$ cat config.mk
export PLATFORM = sky130hd
export DESIGN_NAME = pattern_gen
export DESIGN_NICKNAME = d
export VERILOG_FILES = /design/src/rtl/pattern_pkg.sv /design/src/rtl/pat_shift_reg.sv /design/src/rtl/pattern_gen.sv
export SDC_FILE = /design/constraint.sdc
export NUM_CORES = 1
export LEC_CHECK = 0
export CAP_MARGIN = 20
export CORE_AREA = 2 2 66 68
export CTS_CLUSTER_DIAMETER = 30
export DETAILED_ROUTE_END_ITERATION = 10
export DIE_AREA = 0 0 68 70
export PLACE_DENSITY = 0.74
export SYNTH_ARGS = -nofsm -noshare
export SYNTH_HDL_FRONTEND = slang
export SYNTH_SLANG_ARGS = --single-unit
$ cat constraint.sdc
create_clock -name clk -period 2.95 [get_ports clk]
set_input_delay 0.59 -clock clk [delete_from_list [all_inputs] [get_ports clk]]
set_output_delay 0.59 -clock clk [all_outputs]
set_load 0.005 [all_outputs]
$ cat src/rtl/pattern_pkg.sv
// Constants shared by the pattern generator and the Moore pattern detector.
package pattern_pkg;

  localparam int PAT_W_MIN = 2;
  localparam int PAT_W_MAX = 16;
  localparam int PAT_W_DEF = 5;

  localparam logic [PAT_W_DEF-1:0] DEF_PAT = 5'b11010;

  localparam int ST_W = 4;
  localparam logic [ST_W-1:0] ST_IDLE = 4'b0001;
  localparam logic [ST_W-1:0] ST_SEND = 4'b0010;
  localparam logic [ST_W-1:0] ST_GAP  = 4'b0100;
  localparam logic [ST_W-1:0] ST_FIN  = 4'b1000;

endpackage

$ cat src/rtl/pat_shift_reg.sv
// Parallel-load, left-shift register; with neither load nor shift it holds its contents.
module pat_shift_reg
  import pattern_pkg::*;
#(
  parameter int W = PAT_W_DEF
) (
  input  logic         clk,
  input  logic         rst,
  input  logic         load,
  input  logic         shift,
  input  logic [W-1:0] load_val,
  output logic         msb_next
);

  logic [W-1:0] sr_q, sr_d;

  always_comb begin
    sr_d = sr_q;
    if (load) begin
      sr_d = load_val;
    end else if (shift) begin
      sr_d = {sr_q[W-2:0], 1'b0};
    end
  end

  always_ff @(posedge clk or negedge rst) begin
    if (!rst) begin
      sr_q <= '0;
    end else begin
      sr_q <= sr_d;
    end
  end

  // MSB as it will stand after this edge, so the caller can register it with valid.
  assign msb_next = sr_d[W-1];

endmodule

$ cat src/rtl/pattern_gen.sv
// Serial pattern transmitter: sends a captured pattern MSB-first repeat_n times,
// optionally separated by idle gaps, with a freeze (hold) input.
module pattern_gen
  import pattern_pkg::*;
#(
  parameter int PAT_W = PAT_W_DEF
) (
  input  logic             clk,
  input  logic             rst,
  input  logic             start,
  input  logic [PAT_W-1:0] pattern,
  input  logic [7:0]       repeat_n,
  input  logic [3:0]       gap,
  input  logic             hold,
  output logic             dout,
  output logic             valid,
  output logic             busy,
  output logic             done
);

  localparam int BW = $clog2(PAT_W);
  localparam logic [BW-1:0] LAST_BIT = BW'(PAT_W - 1);

  logic [ST_W-1:0]  state_q, state_d;
  logic [BW-1:0]    bit_cnt_q, bit_cnt_d;
  logic [7:0]       rep_cnt_q, rep_cnt_d, rep_dec;
  logic [3:0]       gap_cnt_q, gap_cnt_d;
  logic [3:0]       gap_rld_q, gap_rld_d;
  logic [PAT_W-1:0] pat_q, pat_d, sr_val;
  logic             active_q, active_d;
  logic             valid_q, valid_d, dout_q, dout_d;
  logic             busy_q, busy_d, done_q, done_d;
  logic             sr_load, sr_shift, sr_msb_next;

  pat_shift_reg #(.W(PAT_W)) u_sr (
    .clk      (clk),
    .rst      (rst),
    .load     (sr_load),
    .shift    (sr_shift),
    .load_val (sr_val),
    .msb_next (sr_msb_next)
  );

  // active_q marks that the current cycle was not a hold cycle, i.e. the bit,
  // gap slot or done pulse on the outputs now really happened and may be retired.
  always_comb begin
    state_d   = state_q;
    bit_cnt_d = bit_cnt_q;
    rep_cnt_d = rep_cnt_q;
    gap_cnt_d = gap_cnt_q;
    gap_rld_d = gap_rld_q;
    pat_d     = pat_q;
    sr_load   = 1'b0;
    sr_shift  = 1'b0;
    sr_val    = pat_q;
    rep_dec   = (rep_cnt_q != 8'd0) ? rep_cnt_q - 8'd1 : 8'd0;
    active_d  = !hold;

    case (state_q)
      ST_IDLE: begin
        if (start && !hold) begin
          if (repeat_n != 8'd0) begin
            sr_load   = 1'b1;
            sr_val    = pattern;
            pat_d     = pattern;
            rep_cnt_d = repeat_n;
            gap_rld_d = gap;
            bit_cnt_d = '0;
            state_d   = ST_SEND;
          end else begin
            state_d = ST_FIN;
          end
        end
      end
      ST_SEND: begin
        if (active_q) begin
          if (bit_cnt_q == LAST_BIT) begin
            bit_cnt_d = '0;
            rep_cnt_d = rep_dec;
            if (rep_dec == 8'd0) begin
              sr_shift = 1'b1;
              state_d  = ST_FIN;
            end else if (gap_rld_q != 4'd0) begin
              sr_shift  = 1'b1;
              gap_cnt_d = gap_rld_q;
              state_d   = ST_GAP;
            end else begin
              sr_load = 1'b1;
            end
          end else begin
            bit_cnt_d = bit_cnt_q + 1'b1;
            sr_shift  = 1'b1;
          end
        end
      end
      ST_GAP: begin
        if (active_q) begin
          if (gap_cnt_q <= 4'd1) begin
            gap_cnt_d = 4'd0;
            sr_load   = 1'b1;
            state_d   = ST_SEND;
          end else begin
            gap_cnt_d = gap_cnt_q - 4'd1;
          end
        end
      end
      ST_FIN: begin
        if (active_q) begin
          state_d = ST_IDLE;
        end
      end
      default: begin
        state_d = ST_IDLE;
      end
    endcase

    valid_d = !hold && (state_d == ST_SEND);
    dout_d  = valid_d && sr_msb_next;
    done_d  = !hold && (state_d == ST_FIN);
    busy_d  = (state_d == ST_SEND) || (state_d == ST_GAP) || ((state_d == ST_FIN) && hold);
  end

  always_ff @(posedge clk or negedge rst) begin
    if (!rst) begin
      state_q   <= ST_IDLE;
      bit_cnt_q <= '0;
      rep_cnt_q <= '0;
      gap_cnt_q <= '0;
      gap_rld_q <= '0;
      pat_q     <= '0;
      active_q  <= 1'b0;
      valid_q   <= 1'b0;
      dout_q    <= 1'b0;
      busy_q    <= 1'b0;
      done_q    <= 1'b0;
    end else begin
      state_q   <= state_d;
      bit_cnt_q <= bit_cnt_d;
      rep_cnt_q <= rep_cnt_d;
      gap_cnt_q <= gap_cnt_d;
      gap_rld_q <= gap_rld_d;
      pat_q     <= pat_d;
      active_q  <= active_d;
      valid_q   <= valid_d;
      dout_q    <= dout_d;
      busy_q    <= busy_d;
      done_q    <= done_d;
    end
  end

  assign dout  = dout_q;
  assign valid = valid_q;
  assign busy  = busy_q;
  assign done  = done_q;

endmodule

==> results of run 1 <==
area by class of cell:
| cell class | count | area share, % |
|---|---|---|
| clock buffers | 6 | 3.22 |
| clock inverters | 2 | 0.487 |
| inverters | 10 | 1.46 |
| multi-input cells | 167 | 42.8 |
| flip-flops and latches | 38 | 37.1 |
| well taps | 52 | 2.53 |
| repair buffers | 35 | 12.4 |
critical path: cells and delay by family (launching register included):
kind	cells	cell delay (ps)
simple gates	3	1040
flops	1	390
buf+inv	1	100
fa+ha+maj	2	530
compound gates	2	560
state kept, by name, summed over array words and instances, names as in the netlist:
register   count
pat_q          5
busy           1
done           1
valid          1
bit_cnt_q      3
gap_cnt_q      4
state_q        4
dout           1
u_sr.sr_q      5
active_q       1
gap_rld_q      4
rep_cnt_q      8
metal layers:
metal / track usage (%) / vias to the layer above
li1: - / 892
met1: 33.1 / 891
met2: 31.7 / 48
met3: 3.70 / 8
met4: 9.33 / 0
met5: 0 / -
report_power, final:
part | total, uW | internal (uW) | leakage [uW] | switching [uW]
Clock | 374 | 188 | 0.0000472 | 186
Combinational | 520 | 251 | 0.000542 | 268
Sequential | 783 | 655 | 0.000478 | 128
worst paths after layout:
check                                  start            to  slack [ps]  cells after the start
worst max register to register  rep_cnt_q[0]          busy         250                      8
worst min-delay path                     rst  rep_cnt_q[0]         390                      1
max in group asynchronous                rst         valid        2040                      1
worst min register to register  u_sr.sr_q[2]  u_sr.sr_q[3]         500                      1
min in group clk                u_sr.sr_q[2]  u_sr.sr_q[3]         500                      1
worst max-delay path            rep_cnt_q[0]          busy         250                      8
stage by stage:
stage,instance area (um2),hold WS (ps)
5_1_grt,2570,476
4_1_cts,2570,427
3_5_place_dp,2470,482
6_report,2570,394
3_3_place_gp,2470,482
2_1_floorplan,2140,294
logic make-up (layout without fill, tap and decap cells):
group                      Yosys count  count (layout)  synth area share, %
adders and majority gates            6               6                 3.46
AOI/OAI and AO/OA                   64              64                 20.7
muxes                                9               9                 4.75
xor gates and xnor gates             2               2                0.820
buffers and inverters               20              53                 3.92
and+or+nand+nor                     86              86                 21.8
DFF                                 38              38                 44.6
layout by cell type, fill, tap and decap left out, drive strengths merged, types with 3 or more instances in the layout:
cell,n
nand2b,4
or2,6
nor4,5
nor2,20
o211ai,6
a21oi,11
a22o,4
clkbuf,6
nor3b,3
a211oi,3
dfrtp,37
inv,10
ha,5
a221o,3
buf,12
nor3,6
and3,3
o21ai,22
clkdlybuf4s50,23
nand2,21
or4b,3
nand3,4
nor4b,3
mux2,9
==> run summary, run 1 <==
global-route wire length before repair - 7940 um
FFs w/ async S/R, synth - 100%
DR WL met3 - 239 um
first-pass iteration count of the detailed router - 4
clock buffer depth - 2
initial DRC count - 135
Pwr Total - 1680 uW
Leakage - 0.00107 uW
CTS clk-pin slew, worst paths - 70 ps
fin nets - 283
Max Clock Skew - 6.64 ps
ranking of synthesized cells by area - dfrtp_1 43%, mux2_2 4.7%, o21ai_0 4.5%, nand2_1 3.7%, nor2_1 3.5%
number of distinct library cells after synthesis - 52
CTS-repair resized insts - 0
GRT Resource Usage Total - 22.2%
Ys Warns - 0
Post-synth EDFFs - 0
uppermost layer routed - met4
setup ws final - 250 ps
Slew HR - 44.5%
Final period util - 91.5%
pwr/cell area - 653 nW/um2
largest net degree at the start of global routing - 39
worst path cell trace - inv_1, ha_1, or4b_4, or2_1, maj3_2, or2_4, o311a_1, o2111ai_2
Final min period - 2700 ps
area delta synth->final - 20.2%
register bit total from synthesis - 38
Die Span X - 68 um
DIE AREA - 4760 um2
max incr delay on CP - 490 ps
fin util - 62.0%
Port-buffer cells - 24
Avg WL per Cell - 15.3 um
residual DRC count - 0
Startpoint Class - flip-flop
kind of critical path - reg2reg
Die Height - 70 um
GRT overflow - 0
post-synthesis cell area - 2140 um2
Avg Cell Area, Syn - 9.49 um2
placed cell count - 302
final setup fails - 0
WL met2 - 2150 um
Max Slew Vio Count - 0
most common cell in the netlist - dfrtp_1
Num CTS Buffers - 5
slew at the pin closest to its max-slew limit - 832 ps
vias in the first global route - 1669
final hold violation count - 0
vias per cell - 5.93
CP max FO - 5
FP Rows - 24
crit end category - flip-flop
CP max stage cell - or4b_4
starting density of the core - 51.5%
HP Class - in2async
share of layout cells above drive strength 1 - 14.7%
final WL - 4740 um
Sink Count - 38
CTS tree - done
WL met1 - 2280 um
number of post-CTS setup repair buffers - 0
Routed Antenna Nets - 0
unrepaired setup endpoints after global routing - false
FF+latch area - 952 um2
pre-CTS setup slack - 113 ps
Fin Setup TNS - 0 ps
multi-input logic area - 1100 um2
post-synth top area share - 43.4%
WP data required - 3160 ps
Max-cap violations - 0
non-filler instance count after layout - 310
clk root buf - clkbuf_8
CORE AREA - 4140 um2
clk_lat worst skew - 300 ps
area leader, netlist - dfrtp_1
# diodes - 0
initial antenna violation count - 0
Routability Congestion - 0.845
status - complete, no violations
H-tree Lvls - 2
Fillers - 358
vias post-DR - 1839
Peak VDD IR - 0.000319 V
hold_buf cts - 0
Post-synth top cells - 37 x dfrtp_1, 21 x nand2_1, 20 x nor2_1
Mapped Nets - 251
num ports - 25
DP Wirelength - 3530 um
Seq/Total Area, Yosys - 44.6%
critical path arrival - 2910 ps
most used flip-flop cell after synthesis - dfrtp_1
Post-Synthesis Cells - 225
Max Fclk - 0.370 GHz
(Power assumes the default switching activity.)
==> run 2: changes to the inputs <==
--- a/config.mk
+++ b/config.mk
@@ -10,7 +10,7 @@
 export CTS_CLUSTER_DIAMETER = 30
 export DETAILED_ROUTE_END_ITERATION = 10
 export DIE_AREA = 0 0 68 70
-export PLACE_DENSITY = 0.74
+export PLACE_DENSITY = 0.76
 export SYNTH_ARGS = -nofsm -noshare
 export SYNTH_HDL_FRONTEND = slang
 export SYNTH_SLANG_ARGS = --single-unit
==> run 2 against run 1 <==
Net effect:
- worst hold slack better by 11 ps
- clock-buffer cell count up 2
- critical path depth unchanged
- core utilization down 0.48 points
- design area down 0.78%
- clock skew down 1.5 ps
- via count down 0.11%
- cell count down 0.65%
- wire length up 0.59%
- largest cell class unchanged
- largest power group unchanged
==> run summary, run 2 (synthesized netlist as in run 1, its figures left out) <==
status - complete, no violations (unchanged)
initial DRC count - 189 (was 135)
largest net degree at the start of global routing - 39 (unchanged)
GRT Resource Usage Total - 22.3% (was 22.2%)
CTS-repair resized insts - 0 (unchanged)
Die Span X - 68 um (unchanged)
GR Util met2 - 33.8% (was 31.7%)
WP data required - 3150 ps (was 3160 ps)
number of post-CTS setup repair buffers - 0 (unchanged)
WHS - 405 ps (was 394 ps)
Max Clock Skew - 5.15 ps (was 6.64 ps)
DP Wirelength - 3430 um (was 3530 um)
FP Rows - 24 (unchanged)
critical path arrival - 2920 ps (was 2910 ps)
Startpoint Class - flip-flop (unchanged)
max incr delay on CP - 490 ps (about the same)
Switching Fraction - 34.0% (was 34.8%)
Avg WL per Cell - 15.5 um (was 15.3 um)
clk_lat worst skew - 290 ps (was 300 ps)
commonest non-fill, non-tap cell in the layout - dfrtp_1 (unchanged)
Fillers - 346 (was 358)
Critical path buffers and inverters - 1 (unchanged)
Leakage - 0.00106 uW (was 0.00107 uW)
pwr/cell area - 655 nW/um2 (was 653 nW/um2)
Routed Antenna Nets - 0 (unchanged)
Logic pwr share - 32.1% (was 31.0%)
clock buffer depth - 2 (unchanged)
Routability Congestion - 0.810 (was 0.845)
Sequential Power Share - 46.3% (was 46.7%)
worst path cell trace - inv_1, ha_1, or4b_4, or2_1, maj3_2, or2_4, o311a_1, o2111ai_2 (unchanged)
vias per cell - 5.96 (was 5.93)
CTS tree - done (unchanged)
Max Slew Vio Count - 0 (unchanged)
Slew HR - 43.4% (was 44.5%)
starting density of the core - 51.5% (unchanged)
kind of critical path - reg2reg (unchanged)
Clock power frac - 21.6% (was 22.3%)
residual DRC count - 0 (unchanged)
HP Class - in2async (unchanged)
CTS clk-pin slew, worst paths - 70 ps (about the same)
area delta synth->final - 19.3% (was 20.2%)
Largest regs - rep_cnt_q x8, pat_q x5, u_sr.sr_q x5 (unchanged)
Max-cap violations - 0 (unchanged)
Die Height - 70 um (unchanged)
GR peak layer - met2 (was met1)
num ports - 25 (unchanged)
Sink Count - 38 (unchanged)
final setup fails - 0 (unchanged)
clk root buf - clkbuf_8 (unchanged)
DIE AREA - 4760 um2 (unchanged)
Max Fclk - 0.368 GHz (was 0.370 GHz)
CP max stage cell - or4b_4 (unchanged)
global-route wire length before repair - 8000 um (was 7940 um)
Final min period - 2720 ps (was 2700 ps)
CP max FO - 5 (unchanged)
Fin Setup TNS - 0 ps (unchanged)
sw power - 567 uW (was 583 uW)
H-tree Lvls - 2 (unchanged)
unrepaired setup endpoints after global routing - false (unchanged)
vias post-DR - 1837 (was 1839)
slew at the pin closest to its max-slew limit - 849 ps (was 832 ps)
vias in the first global route - 1741 (was 1669)
met3 usage - 5.31% (was 3.70%)
M1 GR Usage - 30.6% (was 33.1%)
CORE AREA - 4140 um2 (unchanged)
first-pass iteration count of the detailed router - 6 (was 4)
GRT overflow - 0 (unchanged)
P_int - 1100 uW (was 1090 uW)
final WL - 4770 um (was 4740 um)
crit end category - flip-flop (unchanged)
fin nets - 281 (was 283)
commonest non-fill, non-tap cells in the layout - 37 x dfrtp_1, 23 x clkdlybuf4s50_1, 21 x nand2_1 (unchanged)
Final period util - 92.2% (was 91.5%)
final hold violation count - 0 (unchanged)
Largest register FFs - 8 (unchanged)
Port-buffer cells - 24 (unchanged)
share of layout cells above drive strength 1 - 13.3% (was 14.7%)
Peak VDD IR - 0.000380 V (was 0.000319 V)
initial antenna violation count - 0 (unchanged)
hold_buf cts - 0 (unchanged)
Num CTS Buffers - 5 (unchanged)
delay-heaviest family, CP - simple AND/OR/NAND/NOR gates (unchanged)
# diodes - 0 (unchanged)
Largest Register - rep_cnt_q (unchanged)
[run 2: power by group through the flow]
stage | Clock (uW) | Combinational (uW) | Sequential [uW]
final | 361 | 536 | 772
after global routing | 401 | 608 | 787
after CTS | 376 | 535 | 767
after detailed placement | 0 | 530 | 777
after global placement | 0 | 517 | 773
after floorplan | 0 | 395 | 744
[run 2: per-layer routing]
| layer | up-vias | part of all wire [%] |
|---|---|---|
| met4 | 0 | 1.8 |
| met1 | 888 | 46 |
| met5 | - | 0 |
| met2 | 50 | 47 |
| li1 | 890 | - |
| met3 | 9 | 5.1 |
[run 2: metrics by stage]
stage,power [uW],area [um2],setup WS [ps],std cells,util (%)
global placement,1290,2460,132,300,59.3
floorplan,1140,2140,341,225,-
global route,1800,2550,107,308,61.5
CTS,1680,2550,236,308,61.5
detailed placement,1310,2460,74.7,300,59.3
finish,1670,2550,231,308,61.5
[run 2: final cells by class]
type / instances / area [um2] / area share (%)
multi-input cells: 167 / 1100 / 43.2
inverters: 10 / 37.5 / 1.47
clock buffers: 8 / 90.1 / 3.54
repair buffers: 33 / 303 / 11.9
well taps: 52 / 65.1 / 2.55
flip-flops and latches: 38 / 952 / 37.4
[run 2: path summary, 6_finish.rpt]
kind | slack [ps] | end | cells past startpoint | startpoint
max in group asynchronous | 2010 | valid | 1 | rst
hold / removal | 410 | bit_cnt_q[0] | 1 | rst
min in group clk | 510 | u_sr.sr_q[3] | 1 | u_sr.sr_q[2]
hold reg to reg | 510 | u_sr.sr_q[3] | 1 | u_sr.sr_q[2]
setup reg to reg | 230 | busy | 8 | rep_cnt_q[0]
setup / recovery | 230 | busy | 8 | rep_cnt_q[0]
==> run 3: changes to the inputs <==
--- a/config.mk
+++ b/config.mk
@@ -5,6 +5,7 @@
 export SDC_FILE = /design/constraint.sdc
 export NUM_CORES = 1
 export LEC_CHECK = 0
+export ABC_CLOCK_PERIOD_IN_PS = 2950
 export CAP_MARGIN = 20
 export CORE_AREA = 2 2 66 68
 export CTS_CLUSTER_DIAMETER = 30
==> results of run 3 <==
Final layout, timing and power as in run 2 (identical DEF).
